==> src/rtl/ram_arbiter_2req.sv <==
// Round-robin arbiter sharing one single-port RAM between two requesters.
// Grants are combinational; RAM command and read-return outputs are registered.
module ram_arbiter_2req #(
  parameter int AW     = 10,
  parameter int DW     = 4,
  parameter int RD_LAT = 1
) (
  input  logic          clk,
  input  logic          rst,
  input  logic          req0,
  input  logic          req1,
  input  logic          we0,
  input  logic          we1,
  input  logic [AW-1:0] addr0,
  input  logic [AW-1:0] addr1,
  input  logic [DW-1:0] wdata0,
  input  logic [DW-1:0] wdata1,
  output logic          gnt0,
  output logic          gnt1,
  output logic          rvalid0,
  output logic          rvalid1,
  output logic [DW-1:0] rdata0,
  output logic [DW-1:0] rdata1,
  output logic [AW-1:0] ram_addr,
  output logic [DW-1:0] ram_data,
  output logic          ram_wren,
  input  logic [DW-1:0] ram_q
);

  localparam int DEPTH = RD_LAT + 1;

  logic             prio_r;
  logic             gnt0_s;
  logic             gnt1_s;
  logic             rd_issue_s;
  logic [DEPTH-1:0] pipe_valid_r;
  logic [DEPTH-1:0] pipe_owner_r;

  // Grant selection: a lone requester wins, contention goes to prio_r.
  always_comb begin
    gnt0_s = 1'b0;
    gnt1_s = 1'b0;
    if (rst) begin
      gnt0_s = 1'b0;
      gnt1_s = 1'b0;
    end else if (req0 && req1) begin
      if (prio_r == 1'b0) begin
        gnt0_s = 1'b1;
      end else begin
        gnt1_s = 1'b1;
      end
    end else begin
      gnt0_s = req0;
      gnt1_s = req1;
    end
  end

  assign gnt0       = gnt0_s;
  assign gnt1       = gnt1_s;
  assign rd_issue_s = (gnt0_s && !we0) || (gnt1_s && !we1);

  // Priority pointer and registered RAM command.
  always_ff @(posedge clk) begin
    if (rst) begin
      prio_r   <= 1'b0;
      ram_addr <= '0;
      ram_data <= '0;
      ram_wren <= 1'b0;
    end else if (gnt0_s) begin
      prio_r   <= 1'b1;
      ram_addr <= addr0;
      ram_data <= wdata0;
      ram_wren <= we0;
    end else if (gnt1_s) begin
      prio_r   <= 1'b0;
      ram_addr <= addr1;
      ram_data <= wdata1;
      ram_wren <= we1;
    end else begin
      ram_wren <= 1'b0;
    end
  end

  // Read-return pipeline: stage RD_LAT lines up with valid ram_q.
  always_ff @(posedge clk) begin
    if (rst) begin
      pipe_valid_r <= '0;
      pipe_owner_r <= '0;
      rvalid0      <= 1'b0;
      rvalid1      <= 1'b0;
      rdata0       <= '0;
      rdata1       <= '0;
    end else begin
      pipe_valid_r <= {pipe_valid_r[DEPTH-2:0], rd_issue_s};
      pipe_owner_r <= {pipe_owner_r[DEPTH-2:0], gnt1_s};
      rvalid0      <= pipe_valid_r[RD_LAT] && !pipe_owner_r[RD_LAT];
      rvalid1      <= pipe_valid_r[RD_LAT] && pipe_owner_r[RD_LAT];
      if (pipe_valid_r[RD_LAT] && !pipe_owner_r[RD_LAT]) begin
        rdata0 <= ram_q;
      end else begin
        rdata0 <= rdata0;
      end
      if (pipe_valid_r[RD_LAT] && pipe_owner_r[RD_LAT]) begin
        rdata1 <= ram_q;
      end else begin
        rdata1 <= rdata1;
      end
    end
  end

endmodule

==> config.mk <==
export PLATFORM = sky130hd
export DESIGN_NAME = ram_arbiter_2req
export DESIGN_NICKNAME = d
export VERILOG_FILES = /design/src/rtl/ram_arbiter_2req.sv
export SDC_FILE = /design/constraint.sdc
export NUM_CORES = 1
export LEC_CHECK = 0
export BUFFER_PORTS_ARGS = -buffer_cell sky130_fd_sc_hd__buf_2
export CAP_MARGIN = 25
export CORE_MARGIN = 2
export CORE_UTILIZATION = 48
export DETAILED_ROUTE_END_ITERATION = 10
export GPL_TIMING_DRIVEN = 0
export PLACE_DENSITY = 0.83
export SLEW_MARGIN = 20
export SYNTH_ARGS = -nofsm -noshare
export SYNTH_HDL_FRONTEND = slang
export SYNTH_SLANG_ARGS = --single-unit
==> constraint.sdc <==
create_clock -name clk -period 2.3 [get_ports clk]
set_input_delay 0.46 -clock clk [delete_from_list [all_inputs] [get_ports clk]]
set_output_delay 0.46 -clock clk [all_outputs]
set_load 0.01 [all_outputs]
; ---- Word-level counts from Yosys, hierarchy flattened
; Cells that the tools add are included.
[op_classes]
n_mux = 14
reduce_logical = 10
[ops]
columns = op, n
row1 = 2-to-1 mux 10 bit, 2
row2 = 2-to-1 mux 1 bit, 10
row3 = 2-to-1 mux 4 bit, 2
row4 = logical AND 1 bit, 5
row5 = zero test 1 bit, 3
row6 = nonzero test 2 bit, 1
row7 = logical OR 1 bit, 1
[totals]
register_bits = 30
input_bits = 38
out_inout_bits = 27

; ---- Longest topological paths before layout
; Gate-level depths: netlist (run 1).
[depth]
depth_word = 5
depth_mapped = 5
ltp_nobuf = 4

; ---- Worst setup path after synthesis (run 1)
; OpenSTA, ideal clock, no wires.
[synth_path]
kind = input to output
from = in req0
to = out gnt1
t_arrival_ns = 1.127
required_ns = 1.840
slack_ns = 0.713
cell_stages = 3
path_cell_list = buf_6 nor2b_1 nor3b_1
[synth_between]
elab_chain_cells = 3
[synth_rtl]
columns = item, line_no
row1 = "start, declared", 10  ; input logic req0,
row2 = logical AND 1 bit, 46  ; end else if (req0 && req1) begin
row3 = 2-to-1 mux 1 bit, 46
row4 = 2-to-1 mux 1 bit, 43  ; if (rst) begin
row5 = "end, declared", 19  ; output logic gnt1,
; Every way passes these cells.

; ---- Final worst setup path (run 1)
[layout_path]
from = reg prio_r
to = out gnt0
[layout_between]
elab_chain_cells = 3
[layout_rtl]
columns = item, line_no
row1 = "start, declared", 32  ; logic prio_r;
row2 = "start signal, assigned", 65  ; prio_r <= 1'b0;
row3 = "start signal, assigned", 70  ; prio_r <= 1'b1;
row4 = "start signal, assigned", 75  ; prio_r <= 1'b0;
row5 = 2-to-1 mux 1 bit, 47  ; if (prio_r == 1'b0) begin
row6 = 2-to-1 mux 1 bit, 46
row7 = 2-to-1 mux 1 bit, 43
row8 = "end, declared", 18  ; output logic gnt0,
; Every way passes these cells.

==> results.ini, run 1 <==
[synthesis]
synthDominantCellAreaShare_pct=47.0
synthTopCellsByArea=dfxtp_1, a221o_1, a2111oi_2
synth_nets=158
syn_area_um2=1280
yosysTopAreaCell=dfxtp_1
synth_cell_types=26
synthCells=120
yosys_warnings=0
avgSynthCellArea_um2=10.6
synth_seq_cells=30
synth-seq-area-share_pct=47.0

[die]
core_area_um2=2500
fp.dieW_um=55.6
io_pins=65
start_util_pct=51.1
die_area_um2=3090
die_h_um=55.6
rows=18

[cts]
ctsResizeCount=0
cts_tree=built
max-clock-path-buffers=2
postCtsHoldBufs=0
cts_made_buffers=5
clk_pin_slew_worst_paths_ns=0.09
post_cts.repair.setup_buffers=0
htreeDepth=2
insertion_delay_ns=0.31
cts-root-buf=clkbuf_4
numClockSinks=30

[global_routing]
grt_max_degree=11
first_global_vias=1118
grtUsageTotal_pct=18.7
grt_pass1_wl_mm=4.64
overflow=0
antenna_found_initial=0

[cells_and_area]
fill_cells=220
nets=228
n_antenna_cell=0
drive_above_1_share_pct=48.4
seq_area_um2=601
synthToLayoutAreaGrowth_pct=34.0
stdcell_count=220
multi_input_area_um2=541

[setup_path]
critical_path_required_ns=1.84
worst-setup-path-type=reg2out
r2r_start=prio_r
rrSetupSlack_ns=0.97
crit_fanout=10
cp-start-kind=flop
ff2ff_path_depth=4
arrival_ns=1.49
r2r_end=ram_addr[2]
worstSetupEndpointType=primary output

[timing]
worst_pin_slew_ns=0.535
fmax_mhz=514
fin_worst_skew_ns=0.0104
finalHoldViolations=0
finalCritPeriodShare_pct=84.6
period_needed_ns=1.95
setup_violations=0
rsz0062_at_grt=no
fin_setup_tns_ns=0
slew_viol_final=0
slew-limit-headroom_pct=64.1

[hold_path]
holdPathStages=2
min_from=we0
holdPathEnd=pipe_valid_r[0]
min_path_type=in2reg

[power_and_ir_drop]
p_leak_nw=0.851
power.density_nw_per_um2=684
ir_worst_vdd_v=0.000818

[place]
portBuffers=63
place_inst=213
dp_hpwl_mm=2.21
place_congestion=0.754

[drt]
drtIter0Drc=20
drc=0
post_drt_via_cell_ratio=5.24
num_vias=1152
wl_mm=2.77
wire_per_inst_um=12.6
dr.pass1.iters=4
postRouteAntennaNets=0

[status]
status=completed

[job]
maxCapViolCount=0

[synthesized netlist by cell type, drive strengths merged]
cell      n
dfxtp    30
inv      16
a2111oi  14
a221o    14
buf       9
nand2     6
a21oi     5
nor2      5
mux2i     4
nand3     4
nor2b     3
nor3b     3
a22o      1
and3b     1
clkbuf    1
nand2b    1
nor3      1
o21a      1
o2bb2ai   1
[worst max-delay path, stage by stage, from the launching register on]
cell	delay (ns)
dfxtp_1	0.34
a21oi_2	0.30
nand2_2	0.10
inv_2	0.14
buf_6	0.16
buf_2	0.14
[report_power, final]
part           internal, mW  switching, mW  total, mW
combinational        0.0903         0.0927      0.183
clock                 0.253          0.164      0.417
sequential            0.552         0.0178      0.570
total                 0.895          0.275       1.17
[sequential cells by signal (all words and copies together), names as in the netlist]
name	flops
prio_r	1
rvalid0	1
ram_wren	1
pipe_valid_r	2
ram_addr	10
pipe_owner_r	2
ram_data	4
rdata1	4
rdata0	4
rvalid1	1
[cell families after synthesis]
group | after synthesis | synth area share (%)
DFF | 30 | 47.0
and+or+nand+nor | 24 | 9.99
muxes | 4 | 3.13
AOI/OAI and AO/OA | 36 | 29.2
buffers and inverters | 26 | 10.7
[metal layers]
layer	vias up	part of all wire [%]	track usage, %
met5	-	0	0
met3	6	6.3	5.81
met2	38	52	33.7
met4	0	1.8	6.62
met1	518	40	20.5
li1	590	-	-
[metrics by stage]
stage                     hold WS, ns  cell area [um2]  setup slack [ns]  utilization [%]  power [mW]
after floorplan                 0.414             1280             0.713                -       0.686
after detailed placement        0.432             1630             0.402             65.2       0.766
after global placement          0.415             1630             0.416             65.2       0.760
after global routing            0.317             1710             0.236             68.5        1.23
final                           0.340             1710             0.354             68.5        1.17
after CTS                       0.333             1710             0.347             68.5        1.18
[layout make-up]
cell class | instances | share of cell area, %
plain buffers | 10 | 4.46
clock buffers | 6 | 3.00
clock inverters | 1 | 1.75
inverters | 16 | 3.51
multi-input cells | 64 | 31.6
flip-flops and latches | 30 | 35.1
well taps | 30 | 2.19
repair buffers | 63 | 18.4
[worst max-delay path by stage]
| stage | from | slack, ns | cells after the start | to |
|---|---|---|---|---|
| floorplan | req0 | 0.71 | 3 | gnt1 |
| detailed placement | req1 | 0.40 | 6 | gnt0 |
| CTS | prio_r | 0.35 | 5 | gnt0 |
| global placement | req1 | 0.42 | 6 | gnt0 |
| finish | prio_r | 0.35 | 5 | gnt0 |
| global route | prio_r | 0.24 | 5 | gnt0 |
[placed cells by master, fill, tap and decap left out, types with 3 or more instances in the layout]
| cell type | n |
|---|---|
| buf_2 | 67 |
| dfxtp_1 | 30 |
| inv_1 | 15 |
| a221o_1 | 14 |
| a2111oi_2 | 9 |
| nand2_1 | 5 |
| a2111oi_0 | 5 |
| clkbuf_4 | 5 |
| buf_6 | 4 |
| mux2i_1 | 4 |
| nor2_1 | 4 |
| nand3_1 | 4 |
| a21oi_1 | 4 |
| nor2b_1 | 3 |
| nor3b_1 | 3 |
Note: power is estimated with default switching activity, not from simulation.
==> run 2: changes to the inputs <==
--- a/config.mk
+++ b/config.mk
@@ -8,10 +8,10 @@
 export BUFFER_PORTS_ARGS = -buffer_cell sky130_fd_sc_hd__buf_2
 export CAP_MARGIN = 25
 export CORE_MARGIN = 2
-export CORE_UTILIZATION = 48
+export CORE_UTILIZATION = 40
 export DETAILED_ROUTE_END_ITERATION = 10
 export GPL_TIMING_DRIVEN = 0
-export PLACE_DENSITY = 0.83
+export PLACE_DENSITY = 0.74
 export SLEW_MARGIN = 20
 export SYNTH_ARGS = -nofsm -noshare
 export SYNTH_HDL_FRONTEND = slang
==> constraint.sdc (replaced) <==
create_clock -name clk -period 1.7 [get_ports clk]
set_input_delay 0.34 -clock clk [delete_from_list [all_inputs] [get_ports clk]]
set_output_delay 0.34 -clock clk [all_outputs]
set_load 0.01 [all_outputs]
==> run 2 against run 1 <==
Against the previous run: total power grew 34%; cell count grew 6.8%; utilization shrank 12 points; register-to-register slack lost 0.60 ns; critical endpoint unchanged; largest cell class unchanged.
==> results.ini, run 2 (synthesis gave the netlist of run 1 again) <==
[status]
status=completed

[power_and_ir_drop]
pwr-share-comb_pct=16.0  ; +0.4 points
pwr-share-seq_pct=49.2  ; +0.5 points
p_clk_share_pct=34.8  ; -0.9 points
internal_power_mw=1.18  ; +31%
p_sw_share_pct=25.2  ; +1.7 points
power.density_nw_per_um2=904  ; +32%
p_leak_nw=0.853  ; +0.34%
ir_worst_vdd_v=0.000429  ; -48%
p_sw_mw=0.396  ; +44%

[timing]
finalHoldViolations=0  ; unchanged
fin_setup_tns_ns=0  ; unchanged
fin_worst_skew_ns=0.00905  ; -0.00140 ns
rsz0062_at_grt=no
slew_viol_final=0  ; unchanged
fmax_mhz=635
worst_pin_slew_ns=0.540  ; +0.00540 ns
finalCritPeriodShare_pct=92.7
period_needed_ns=1.58
slew-limit-headroom_pct=63.7  ; -0.36 points
setup_violations=0  ; unchanged
worst_slack_ns=0.125  ; -0.229 ns

[place]
dp_slack_ns=0.0521  ; -0.350 ns
place_congestion=0.765  ; +1.5%
place_inst=227  ; +6.6%
dp_hpwl_mm=2.34  ; +5.7%
place_area_um2=1650  ; +1.1%
portBuffers=63  ; unchanged

[job]
maxCapViolCount=0  ; unchanged

[global_routing]
antenna_found_initial=0  ; unchanged
grt_max_degree=11  ; unchanged
overflow=0  ; unchanged
first_global_vias=1114  ; -0.36%
grtUsageTotal_pct=17.3  ; -1.4 points
grt_pass1_wl_mm=4.67  ; +0.60%

[cts]
cts-root-buf=clkbuf_4
postCtsHoldBufs=0  ; unchanged
numClockSinks=30  ; unchanged
cts_made_buffers=5  ; unchanged
insertion_delay_ns=0.33  ; +0.02 ns
cts_tree=built
htreeDepth=2  ; unchanged
max-clock-path-buffers=2  ; unchanged
clk_pin_slew_worst_paths_ns=0.09  ; about the same

[drt]
wl_mm=2.94  ; +6.2%
num_vias=1195  ; +3.7%
dr.pass1.iters=4  ; unchanged
postRouteAntennaNets=0  ; unchanged
drc=0  ; unchanged
drtIter0Drc=72  ; +260%
post_drt_via_cell_ratio=5.09  ; -2.9%
wire_per_inst_um=12.5  ; -0.54%

[cells_and_area]
nets=228  ; unchanged
largest_register=ram_addr
synthToLayoutAreaGrowth_pct=36.0
layout_common_cells=buf_2, dfxtp_1, inv_1
seq_area_um2=602  ; +0.21%
design_area_um2=1740  ; +1.5%
stdcell_count=235  ; +6.8%
final_common_cell=buf_2
n_antenna_cell=0  ; unchanged
drive_above_1_share_pct=49.7  ; +1.3 points
multi_input_area_um2=553  ; +2.3%
largest_register_ffs=10  ; unchanged
fin_util_pct=56.9  ; -12 points
fill_cells=290  ; +32%

[setup_path]
arrival_ns=1.24  ; -0.25 ns
worstSetupEndpointType=primary output
worst-setup-path-type=reg2out
crit_fanout=16  ; +6
cp-start-kind=flop
critical_path_required_ns=1.36  ; -0.48 ns

[die]
die_area_um2=3660  ; +18%
core_area_um2=3050  ; +22%
io_pins=65  ; unchanged
die_h_um=60.5  ; +8.9%
rows=20  ; +2
fp.dieW_um=60.5  ; +8.9%
start_util_pct=41.8  ; -9.3 points

[hold_path]
min_path_type=in2reg

==> run 2: cell types whose count changed in the layout (fill, tap and decap cells not counted), sizes merged <==
| cell | previous run | this run |
|---|---|---|
| clkbuf | 7 | 6 |
| clkinv | 0 | 2 |
==> run 2: layout make-up <==
type                    count  share of cell area (%)
clock inverters             3                    2.30
inverters                  16                    3.60
well taps                  44                    3.17
multi-input cells          64                    31.8
clock buffers               5                    2.16
plain buffers               9                    3.74
repair buffers             64                    18.6
flip-flops and latches     30                    34.6
==> run 2: power groups by stage <==
stage,clock [mW],combinational (mW),sequential (mW)
floorplan,0,0.125,0.803
global placement,0,0.244,0.786
detailed placement,0,0.251,0.787
CTS,0.557,0.257,0.773
global route,0.596,0.276,0.779
finish,0.547,0.251,0.773
==> run 2: critical path, stage by stage, from the launching register on <==
cell and delay (ns):
dfxtp_2 0.35, a21oi_4 0.15, nand2_2 0.09, inv_4 0.15, buf_2 0.16
==> run 2: stage by stage <==
step / power, mW / hold slack [ns]
floorplan: 0.929 / 0.414
global placement: 1.03 / 0.415
detailed placement: 1.04 / 0.441
CTS: 1.59 / 0.200
global route: 1.65 / 0.185
finish: 1.57 / 0.209
==> run 2: repair_timing <==
action / in CTS / in global routing
setup endpoints to repair: 1 / 1
gates cloned: 0 / 0
pin swaps: 1 / 0
setup buffers: 1 / 0
resized for setup: 3 / 1
==> run 2: worst paths after layout <==
path         slack (ns)            start  cells past startpoint               to
min                0.21              we0                      2  pipe_valid_r[0]
max                0.12           prio_r                      4             gnt0
min reg2reg        0.44  pipe_owner_r[0]                      1  pipe_owner_r[1]
max reg2reg        0.37           prio_r                      5      ram_addr[4]
==> run 2: routing by layer <==
metal	up-vias	wire [um]	track usage, %
met5	-	0	0
met4	0	43	6.52
met3	5	261	7.25
met2	52	1420	29.5
met1	549	1220	19.3
li1	589	-	-
